## src/rtl/tx_sched_pkg.sv

```systemverilog
// tx_sched_pkg: K-code constants, scheduler state enum and CRC-8 step shared by tx_link_scheduler (optional CRC via TX_SCHED_CRC_EN)
package tx_sched_pkg;
  localparam logic [7:0] K28_5 = 8'hBC;
  localparam logic [7:0] K27_7 = 8'hFB;
  localparam logic [7:0] K29_7 = 8'hFD;
  localparam logic [7:0] K28_0 = 8'h1C;
  typedef enum logic [2:0] {
    ST_TRAIN, ST_IDLE, ST_SOP, ST_CHID, ST_PAY,
`ifdef TX_SCHED_CRC_EN
    ST_CRC,
`endif
    ST_EOP
  } state_t;
  function automatic logic [7:0] crc8_step(input logic [7:0] c, input logic [7:0] d);
    logic [7:0] r;
    r = c ^ d;
    for (int i = 0; i < 8; i++) r = r[7] ? ({r[6:0], 1'b0} ^ 8'h07) : {r[6:0], 1'b0};
    return r;
  endfunction
endpackage

```

## src/rtl/tx_rr_arbiter.sv

```systemverilog
// tx_rr_arbiter: combinational round-robin pick of the first requester after i_last
// ports: i_req (request vector), i_last (last granted index), o_grant (chosen index), o_any (any request)
module tx_rr_arbiter #(
  parameter int NUM_CH = 2
) (
  input  logic [NUM_CH-1:0] i_req,
  input  logic [2:0]        i_last,
  output logic [2:0]        o_grant,
  output logic              o_any
);
  always_comb begin
    o_any = |i_req;
    o_grant = '0;
    // wrapped group first, then channels above i_last override so they take priority
    for (int k = NUM_CH - 1; k >= 0; k--) if (i_req[k] && 3'(k) <= i_last) o_grant = 3'(k);
    for (int k = NUM_CH - 1; k >= 0; k--) if (i_req[k] && 3'(k) > i_last) o_grant = 3'(k);
  end
endmodule

```

## src/rtl/tx_link_scheduler.sv

```systemverilog
// tx_link_scheduler: per-symbol 8b/10b feeder with link training, RR packet framing, idle fill and comma realignment
// ports: pclk/reset (sync, active-high); req_valid/req_data/req_last/req_ready per-channel byte stream;
//        k_err/err_clr/err_sticky encoder error flag; tx_data/tx_kin encoder symbol; link_up; cur_ch owner
// define TX_SCHED_CRC_EN to append a CRC-8 symbol over CHID+payload before EOP
module tx_link_scheduler
  import tx_sched_pkg::*;
#(
  parameter int NUM_CH         = 2,
  parameter int TRAIN_LEN      = 64,
  parameter int ALIGN_INTERVAL = 256
) (
  input  logic                pclk,
  input  logic                reset,
  input  logic [NUM_CH-1:0]   req_valid,
  input  logic [NUM_CH*8-1:0] req_data,
  input  logic [NUM_CH-1:0]   req_last,
  output logic [NUM_CH-1:0]   req_ready,
  input  logic                k_err,
  input  logic                err_clr,
  output logic [7:0]          tx_data,
  output logic                tx_kin,
  output logic                link_up,
  output logic                err_sticky,
  output logic [2:0]          cur_ch
);
  localparam int TW = $clog2(TRAIN_LEN + 1);
  state_t        r_state;
  logic [TW-1:0] r_train_cnt;
  logic [8:0]    r_align_cnt;
  logic [2:0]    r_last_grant, r_cur_ch;
  logic [7:0]    r_tx_data;
  logic          r_tx_kin, r_link_up, r_err;
`ifdef TX_SCHED_CRC_EN
  logic [7:0]    r_crc;
`endif
  logic [2:0]    w_grant;
  logic          w_any, w_sel_valid, w_sel_last, w_align_due;
  logic [7:0]    w_sel_data;
  assign w_align_due = r_align_cnt >= 9'(ALIGN_INTERVAL - 1);
  always_comb begin
    w_sel_valid = 1'b0;
    w_sel_last = 1'b0;
    w_sel_data = '0;
    req_ready = '0;
    for (int k = 0; k < NUM_CH; k++) begin
      if (r_cur_ch == 3'(k)) begin
        w_sel_valid = req_valid[k];
        w_sel_last = req_last[k];
        w_sel_data = req_data[8*k +: 8];
      end
      req_ready[k] = r_state == ST_PAY && r_cur_ch == 3'(k);
    end
  end
  // at EOP the packet owner is the effective last grant for the back-to-back pick
  tx_rr_arbiter #(.NUM_CH(NUM_CH)) u_arb (
    .i_req  (req_valid),
    .i_last (r_state == ST_EOP ? r_cur_ch : r_last_grant),
    .o_grant(w_grant),
    .o_any  (w_any)
  );
  always_ff @(posedge pclk) begin
    if (reset) begin
      r_state <= ST_TRAIN;
      r_train_cnt <= '0;
      r_align_cnt <= '0;
      r_last_grant <= 3'(NUM_CH - 1);
      r_cur_ch <= '0;
      r_tx_data <= K28_5;
      r_tx_kin <= 1'b1;
      r_link_up <= 1'b0;
      r_err <= 1'b0;
`ifdef TX_SCHED_CRC_EN
      r_crc <= '0;
`endif
    end else begin
      r_err <= k_err | (r_err & ~err_clr);
      // commas are only emitted in TRAIN and IDLE, so those states restart the spacing count
      r_align_cnt <= (r_state == ST_TRAIN || r_state == ST_IDLE) ? '0 :
                     (&r_align_cnt) ? r_align_cnt : r_align_cnt + 9'd1;
      case (r_state)
        ST_TRAIN: begin
          r_tx_data <= K28_5;
          r_tx_kin <= 1'b1;
          r_train_cnt <= r_train_cnt + 1'b1;
          if (r_train_cnt == TW'(TRAIN_LEN - 1)) begin
            r_state <= ST_IDLE;
            r_link_up <= 1'b1;
          end
        end
        ST_IDLE: begin
          r_tx_data <= K28_5;
          r_tx_kin <= 1'b1;
          if (w_any) begin
            r_cur_ch <= w_grant;
            r_state <= ST_SOP;
          end
        end
        ST_SOP: begin
          r_tx_data <= K27_7;
          r_tx_kin <= 1'b1;
          r_state <= ST_CHID;
        end
        ST_CHID: begin
          r_tx_data <= {5'b0, r_cur_ch};
          r_tx_kin <= 1'b0;
`ifdef TX_SCHED_CRC_EN
          r_crc <= crc8_step(8'h00, {5'b0, r_cur_ch});
`endif
          r_state <= ST_PAY;
        end
        ST_PAY: begin
          r_tx_data <= w_sel_valid ? w_sel_data : K28_0;
          r_tx_kin <= ~w_sel_valid;
`ifdef TX_SCHED_CRC_EN
          if (w_sel_valid) r_crc <= crc8_step(r_crc, w_sel_data);
          if (w_sel_valid && w_sel_last) r_state <= ST_CRC;
        end
        ST_CRC: begin
          r_tx_data <= r_crc;
          r_tx_kin <= 1'b0;
          r_state <= ST_EOP;
`else
          if (w_sel_valid && w_sel_last) r_state <= ST_EOP;
`endif
        end
        ST_EOP: begin
          r_tx_data <= K29_7;
          r_tx_kin <= 1'b1;
          r_last_grant <= r_cur_ch;
          if (w_any && !w_align_due) begin
            r_cur_ch <= w_grant;
            r_state <= ST_SOP;
          end else r_state <= ST_IDLE;
        end
        default: r_state <= ST_TRAIN;
      endcase
    end
  end
  assign tx_data = r_tx_data;
  assign tx_kin = r_tx_kin;
  assign link_up = r_link_up;
  assign err_sticky = r_err;
  assign cur_ch = r_cur_ch;
endmodule

```

## config.mk

```make
export PLATFORM = sky130hd
export DESIGN_NAME = tx_link_scheduler
export DESIGN_NICKNAME = d
export VERILOG_FILES = /design/src/rtl/tx_sched_pkg.sv /design/src/rtl/tx_rr_arbiter.sv /design/src/rtl/tx_link_scheduler.sv
export SDC_FILE = /design/constraint.sdc
export NUM_CORES = 1
export LEC_CHECK = 0
export CAP_MARGIN = 40
export CELL_PAD_IN_SITES_DETAIL_PLACEMENT = 0
export CELL_PAD_IN_SITES_GLOBAL_PLACEMENT = 2
export CORE_ASPECT_RATIO = 0.75
export CORE_MARGIN = 10
export CORE_UTILIZATION = 31
export DETAILED_ROUTE_END_ITERATION = 12
export GPL_TIMING_DRIVEN = 1
export PLACE_DENSITY = 0.84
export SLEW_MARGIN = 10
export SYNTH_ARGS = -nofsm -noshare
export SYNTH_HDL_FRONTEND = slang
export SYNTH_HIERARCHICAL = 1
export SYNTH_SLANG_ARGS = --single-unit
```

## constraint.sdc

```tcl
create_clock -name pclk -period 2.4 [get_ports pclk]
set_clock_uncertainty 0.15 [all_clocks]
set_input_delay 0.24 -clock pclk [delete_from_list [all_inputs] [get_ports pclk]]
set_output_delay 0.24 -clock pclk [all_outputs]
set_load 0.02 [all_outputs]
```

==> results of run 1 <==
cell type report:
class                           instances  area [um2]  area share (%)
Inverter                                7        26.3            1.05
Sequential cell                        36         721            28.8
Clock buffer                            8        90.1            3.60
Timing Repair Buffer                   45         438            17.5
Tap cell                               81         101            4.05
Multi-Input combinational cell        154        1120            45.0
tightest hold or removal path: stages, from the launching register on:
cell and delay, ns:
dfxtp_1 0.33, a21oi_1 0.04, nor2_1 0.07
where the power goes:
part           switching (uW)  internal [uW]  leakage [uW]
registers                4.66            603      0.000291
clock network             204            234     0.0000455
logic                    30.6           50.3      0.000626
per-layer routing:
layer / share of wire (%) / routed length, um / vias to the layer above / track usage [%]
li1: - / - / 810 / -
met3: 4.5 / 200 / 2 / 2.95
met5: 0 / 0 / - / 0
met2: 41 / 1800 / 26 / 12.7
met1: 54 / 2390 / 712 / 12.6
met4: 0.99 / 44 / 0 / 3.10
per-stage QoR:
step                utilization [%]  area, um2
floorplan                         -       1980
finish                         40.2       2500
global placement               38.7       2410
detailed placement             38.7       2410
global route                   40.2       2500
CTS                            40.1       2500
what timing repair did:
action | CTS | global route
setup endpoints to repair | 0 | 1
hold endpoints to repair | 0 | 0
gates resized for setup | 0 | 1
final timing paths:
| check | startpoint | to | cells after the start |
|---|---|---|---|
| worst max-delay path | cur_ch[2] | req_ready[0] | 4 |
| worst max register to register | r_state[1] | tx_data[2] | 5 |
| worst min register to register | link_up | link_up | 2 |
| worst min-delay path | link_up | link_up | 2 |
cells in the mapped netlist, drive strengths merged:
cell type / number
dfxtp: 36
nor2: 31
nand2: 17
mux2i: 14
a21oi: 11
buf: 8
inv: 7
o21ai: 7
nor3: 6
xnor2: 6
xor2: 6
clkbuf: 4
ha: 4
o211ai: 4
o32a: 4
and2: 3
and3: 3
mux2: 3
nand3: 3
nand4: 3
nand4b: 3
a211oi: 2
nand2b: 2
nor4: 2
o31ai: 2
or2b: 2
or3: 2
a21o: 1
a31oi: 1
a32oi: 1
and2b: 1
conb: 1
nand3b: 1
nor2b: 1
nor4b: 1
o2bb2ai: 1
o32ai: 1
o41ai: 1
or2: 1
or4: 1
cells by family (layout without fill, tap and decap cells):
kind of cell | Yosys count | in the layout | share of synthesized area [%]
AO/OA/AOI/OAI | 36 | 36 | 13.7
XOR/XNOR | 12 | 12 | 5.33
adder cells (fa/ha/maj) | 4 | 4 | 2.54
buffers and inverters | 19 | 60 | 6.60
flip-flops | 36 | 36 | 36.5
multiplexers | 17 | 17 | 9.01
other | 1 | 2 | 0.190
AND/OR/NAND/NOR | 83 | 83 | 26.1
state kept, by name (all words and copies together) (netlist names):
register,cells
cur_ch,3
r_align_cnt,9
tx_kin,1
r_last_grant,3
r_train_cnt,7
err_sticky,1
link_up,1
r_state,3
tx_data,8
==> flow_summary.json, run 1 <==
{
  "worst_slew_pin_slew_ns": 0.572,
  "synth_area_um2": 1970,
  "synth_area_leaders": "dfxtp_1 (37%), mux2i_1 (6.6%), nor2_1 (5.5%)",
  "critical_path_required_ns": 2.01,
  "final_layout_size_suffix_gt1_share_pct": 13.6,
  "grt_first_pass_wirelength_um": 7570,
  "synth-seq-area-share_pct": 36.5,
  "avgRoutedWirePerCell_um": 13.4,
  "total_power_uw": 1130,
  "timing.hold.ws_ns": 0.324,
  "slew_violations": 0,
  "grt_max_degree": 20,
  "first_pass_iters": 4,
  "yosys_warnings": 6,
  "synth_top_area_share_pct": 36.5,
  "start_util_pct": 31.7,
  "path_delay_family": "buffers and inverters",
  "r2r_slack_ns": 0.32,
  "htree_levels": 2,
  "fill_cells": 631,
  "track_usage_pct": 9.07,
  "finalCritPeriodShare_pct": 93.4,
  "layout_commonest_cell": "clkdlybuf4s50_1",
  "synth.avg_cell_area_um2": 9.48,
  "io_pins": 40,
  "vias_per_cell": 4.68,
  "insertedDiodeCount": 0,
  "cts_tree": "done",
  "p_leak_uw": 0.000963,
  "cp_max_fo": 6,
  "synth_area_leader_cell": "dfxtp_1",
  "vias": 1550,
  "netlist_instances": 208,
  "slew_headroom_pct": 61.8,
  "crit_chain": "nor2_2, nand3_2, nor2_1, clkdlybuf4s50_1",
  "global_route.overflow_total": 0,
  "place_ws_ns": 0.341,
  "cap_violations": 0,
  "clkSinkCount": 36,
  "status": "complete, no violations",
  "dp_hpwl_um": 3330,
  "gp_congestion": 0.735,
  "cts_hold_buf": 0,
  "finalHoldViolCount": 0,
  "layout.nets": 277,
  "hold_class": "flop to flop",
  "port_buffers": 39,
  "slowest_stage": "clkdlybuf4s50_1",
  "antenna_found_initial": 0,
  "dieWidth_um": 112,
  "first_iter_violations": 50,
  "post_cts_buffers": 0,
  "fin_crit_ns": 2.24,
  "dp.cells": 323,
  "fmax_mhz": 446,
  "ys_seq_elements": 36,
  "critical_path_class": "flop to output port",
  "numCtsBuffers": 5,
  "die_h_um": 89.1,
  "layout.cells.non_filler": 331,
  "pwr_density_cell_nw_per_um2": 450,
  "synthDistinctLibCells": 54,
  "cts_root_buffer": "clkbuf_8",
  "dieArea_um2": 9980,
  "irDropWorstVdd_v": 0.000220,
  "rsz0062_at_grt": "false",
  "wl_um": 4440,
  "path_clk_slew_ns": 0.07,
  "fin_ws_ns": 0.159,
  "drc_errors": 0,
  "final_cell_mix": "clkdlybuf4s50_1 (38), dfxtp_1 (36), nor2_1 (29)",
  "timing.setup.tns_ns": 0,
  "clk_path_buf_depth": 2,
  "insertion_delay_ns": 0.28,
  "syn2layout_area_growth_pct": 26.8,
  "row_count": 25,
  "crit_buf_inv": 1,
  "antenna_left": 0,
  "core-area_um2": 6220,
  "max_stage_delay_ns": 0.61,
  "setup_viol": 0,
  "cp.arrival_ns": 1.85,
  "start_kind": "flop",
  "critPathCaptureType": "output port",
  "grt_pass1_vias": 1499
}
(Power assumes the default switching activity.)
==> run 2, diff against run 1 <==
--- a/config.mk
+++ b/config.mk
@@ -15,3 +15,3 @@
 export GPL_TIMING_DRIVEN = 1
-export PLACE_DENSITY = 0.84
+export PLACE_DENSITY = 0.87
 export SLEW_MARGIN = 10
==> constraint.sdc (replaced) <==
create_clock -name pclk -period 2.4 [get_ports pclk]
set_clock_uncertainty 0.15 [all_clocks]
set_input_delay 0.48 -clock pclk [delete_from_list [all_inputs] [get_ports pclk]]
set_output_delay 0.48 -clock pclk [all_outputs]
set_load 0.02 [all_outputs]
==> flow_summary.json, run 2 (synthesis gave the netlist of run 1 again) <==
{
  "path_clk_slew_ns": 0.07,
  "first_pass_iters": 4,
  "numCtsBuffers": 5,
  "largest_reg_flops": 9,
  "final_layout_size_suffix_gt1_share_pct": 15.1,
  "first_iter_violations": 76,
  "worstReg2RegStart": "r_state[1]",
  "wl_um": 4530,
  "cp.arrival_ns": 1.63,
  "fin_crit_ns": 2.26,
  "syn2layout_area_growth_pct": 28.4,
  "p_leak_uw": 0.00100,
  "dieWidth_um": 112,
  "cts_tree": "done",
  "start_kind": "flop",
  "grt_max_degree": 22,
  "met1_usage_pct": 13.7,
  "vias": 1566,
  "rsz0062_at_grt": "false",
  "pwr_density_cell_nw_per_um2": 455,
  "hold_class": "flop to flop",
  "insertedDiodeCount": 0,
  "gp_congestion": 0.794,
  "multi_input_area_um2": 1120,
  "final_cell_area_um2": 2530,
  "regArea_um2": 721,
  "status": "complete, no violations",
  "track_usage_pct": 9.70,
  "grt_pass1_vias": 1525,
  "setup_viol": 0,
  "avgRoutedWirePerCell_um": 13.6,
  "hold_start": "link_up",
  "critical_path_class": "flop to output port",
  "cp_max_fo": 11,
  "core-area_um2": 6220,
  "drc_errors": 0,
  "antenna_left": 0,
  "die_h_um": 89.1,
  "start_util_pct": 31.7,
  "critical_path_required_ns": 1.77,
  "layout.nets": 280,
  "total_power_uw": 1150,
  "fill_cells": 613,
  "irDropWorstVdd_v": 0.000230,
  "antenna_found_initial": 0,
  "port_buffers": 39,
  "holdPathStages": 2,
  "clk_path_buf_depth": 2,
  "final_cell_mix": "clkdlybuf4s50_1 (37), dfxtp_1 (36), nor2_1 (29)",
  "cts_hold_buf": 0,
  "insertion_delay_ns": 0.28,
  "crit_chain": "buf_4, clkdlybuf4s50_1",
  "timing.hold.ws_ns": 0.332,
  "max_stage_delay_ns": 0.64,
  "row_count": 25,
  "r2r-end": "cur_ch[0]",
  "finalCritPeriodShare_pct": 94.4,
  "global_route.overflow_total": 0,
  "cts_root_buffer": "clkbuf_8",
  "dieArea_um2": 9980,
  "cap_violations": 0,
  "dp_hpwl_um": 3540,
  "fmax_mhz": 442,
  "r2r_slack_ns": 0.42,
  "grt_busiest_layer": "met1",
  "htree_levels": 2,
  "grtUsageMet2_pct": 13.1,
  "vias_per_cell": 4.70,
  "use_met3_pct": 2.55,
  "grt_first_pass_wirelength_um": 7820,
  "r2r_cells": 7,
  "hold_path_end": "link_up",
  "io_pins": 40,
  "clkSinkCount": 36,
  "timing.setup.tns_ns": 0,
  "layout_commonest_cell": "clkdlybuf4s50_1",
  "critPathCaptureType": "output port",
  "largest_register": "r_align_cnt",
  "finalHoldViolCount": 0,
  "slew_violations": 0,
  "slowest_stage": "clkdlybuf4s50_1",
  "place_area_um2": 2430
}
run 2: cell types whose count changed in the layout (fill, tap and decap cells not counted), sizes merged:
| cell | delta |
|---|---|
| buf | +3 |
| clkbuf | -1 |
| clkdlybuf4s50 | -1 |
| dlymetal6s2s | +1 |
run 2: layout make-up:
class                      count  area share, %
multi-input combinational    154           44.4
sequential                    36           28.5
tap                           81           4.00
timing repair buffer          48           18.3
inverter                       7           1.04
clock buffer                   7           3.80
run 2: report_power, final:
group	switching, uW	leakage (uW)	internal, uW	total [uW]
clock	208	0.0000503	256	464
combinational	30.7	0.000661	51.2	81.9
sequential	4.43	0.000291	603	607
run 2: what timing repair did:
| item | 4_1_cts | 5_1_grt |
|---|---|---|
| gates resized for setup | 0 | 2 |
| endpoints found under the setup margin | 0 | 2 |
| setup buffers | 0 | 0 |
run 2: per-layer routing:
layer / wire length, um / up-vias
li1: - / 817
met1: 2440 / 707
met2: 1800 / 38
met3: 216 / 4
met4: 70 / 0
met5: 0 / -
run 2: through the flow:
step / setup slack [ns] / utilization [%] / cells
final: 0.135 / 40.7 / 333
after global routing: 0.0448 / 40.7 / 333
after CTS: 0.00494 / 40.6 / 333
after detailed placement: 0.270 / 39.1 / 326
after global placement: 0.293 / 39.1 / 326
after floorplan: 0.590 / - / 209
run 2: worst max path at each step:
stage / depth (start not counted) / to / start / slack, ns
after floorplan: 7 / r_align_cnt[5] / r_align_cnt[0] / 0.59
after CTS: 4 / req_ready[0] / cur_ch[2] / 0.005
final: 2 / cur_ch[0] / cur_ch[0] / 0.14
after detailed placement: 6 / r_state[0] / req_valid[0] / 0.27
after global routing: 2 / cur_ch[0] / cur_ch[0] / 0.04
after global placement: 6 / r_state[0] / req_valid[0] / 0.29
run 2: critical path: cells and delay by family (launching register included):
family	cells	cell delay, ns
buffers and inverters	2	0.91
DFF	1	0.44
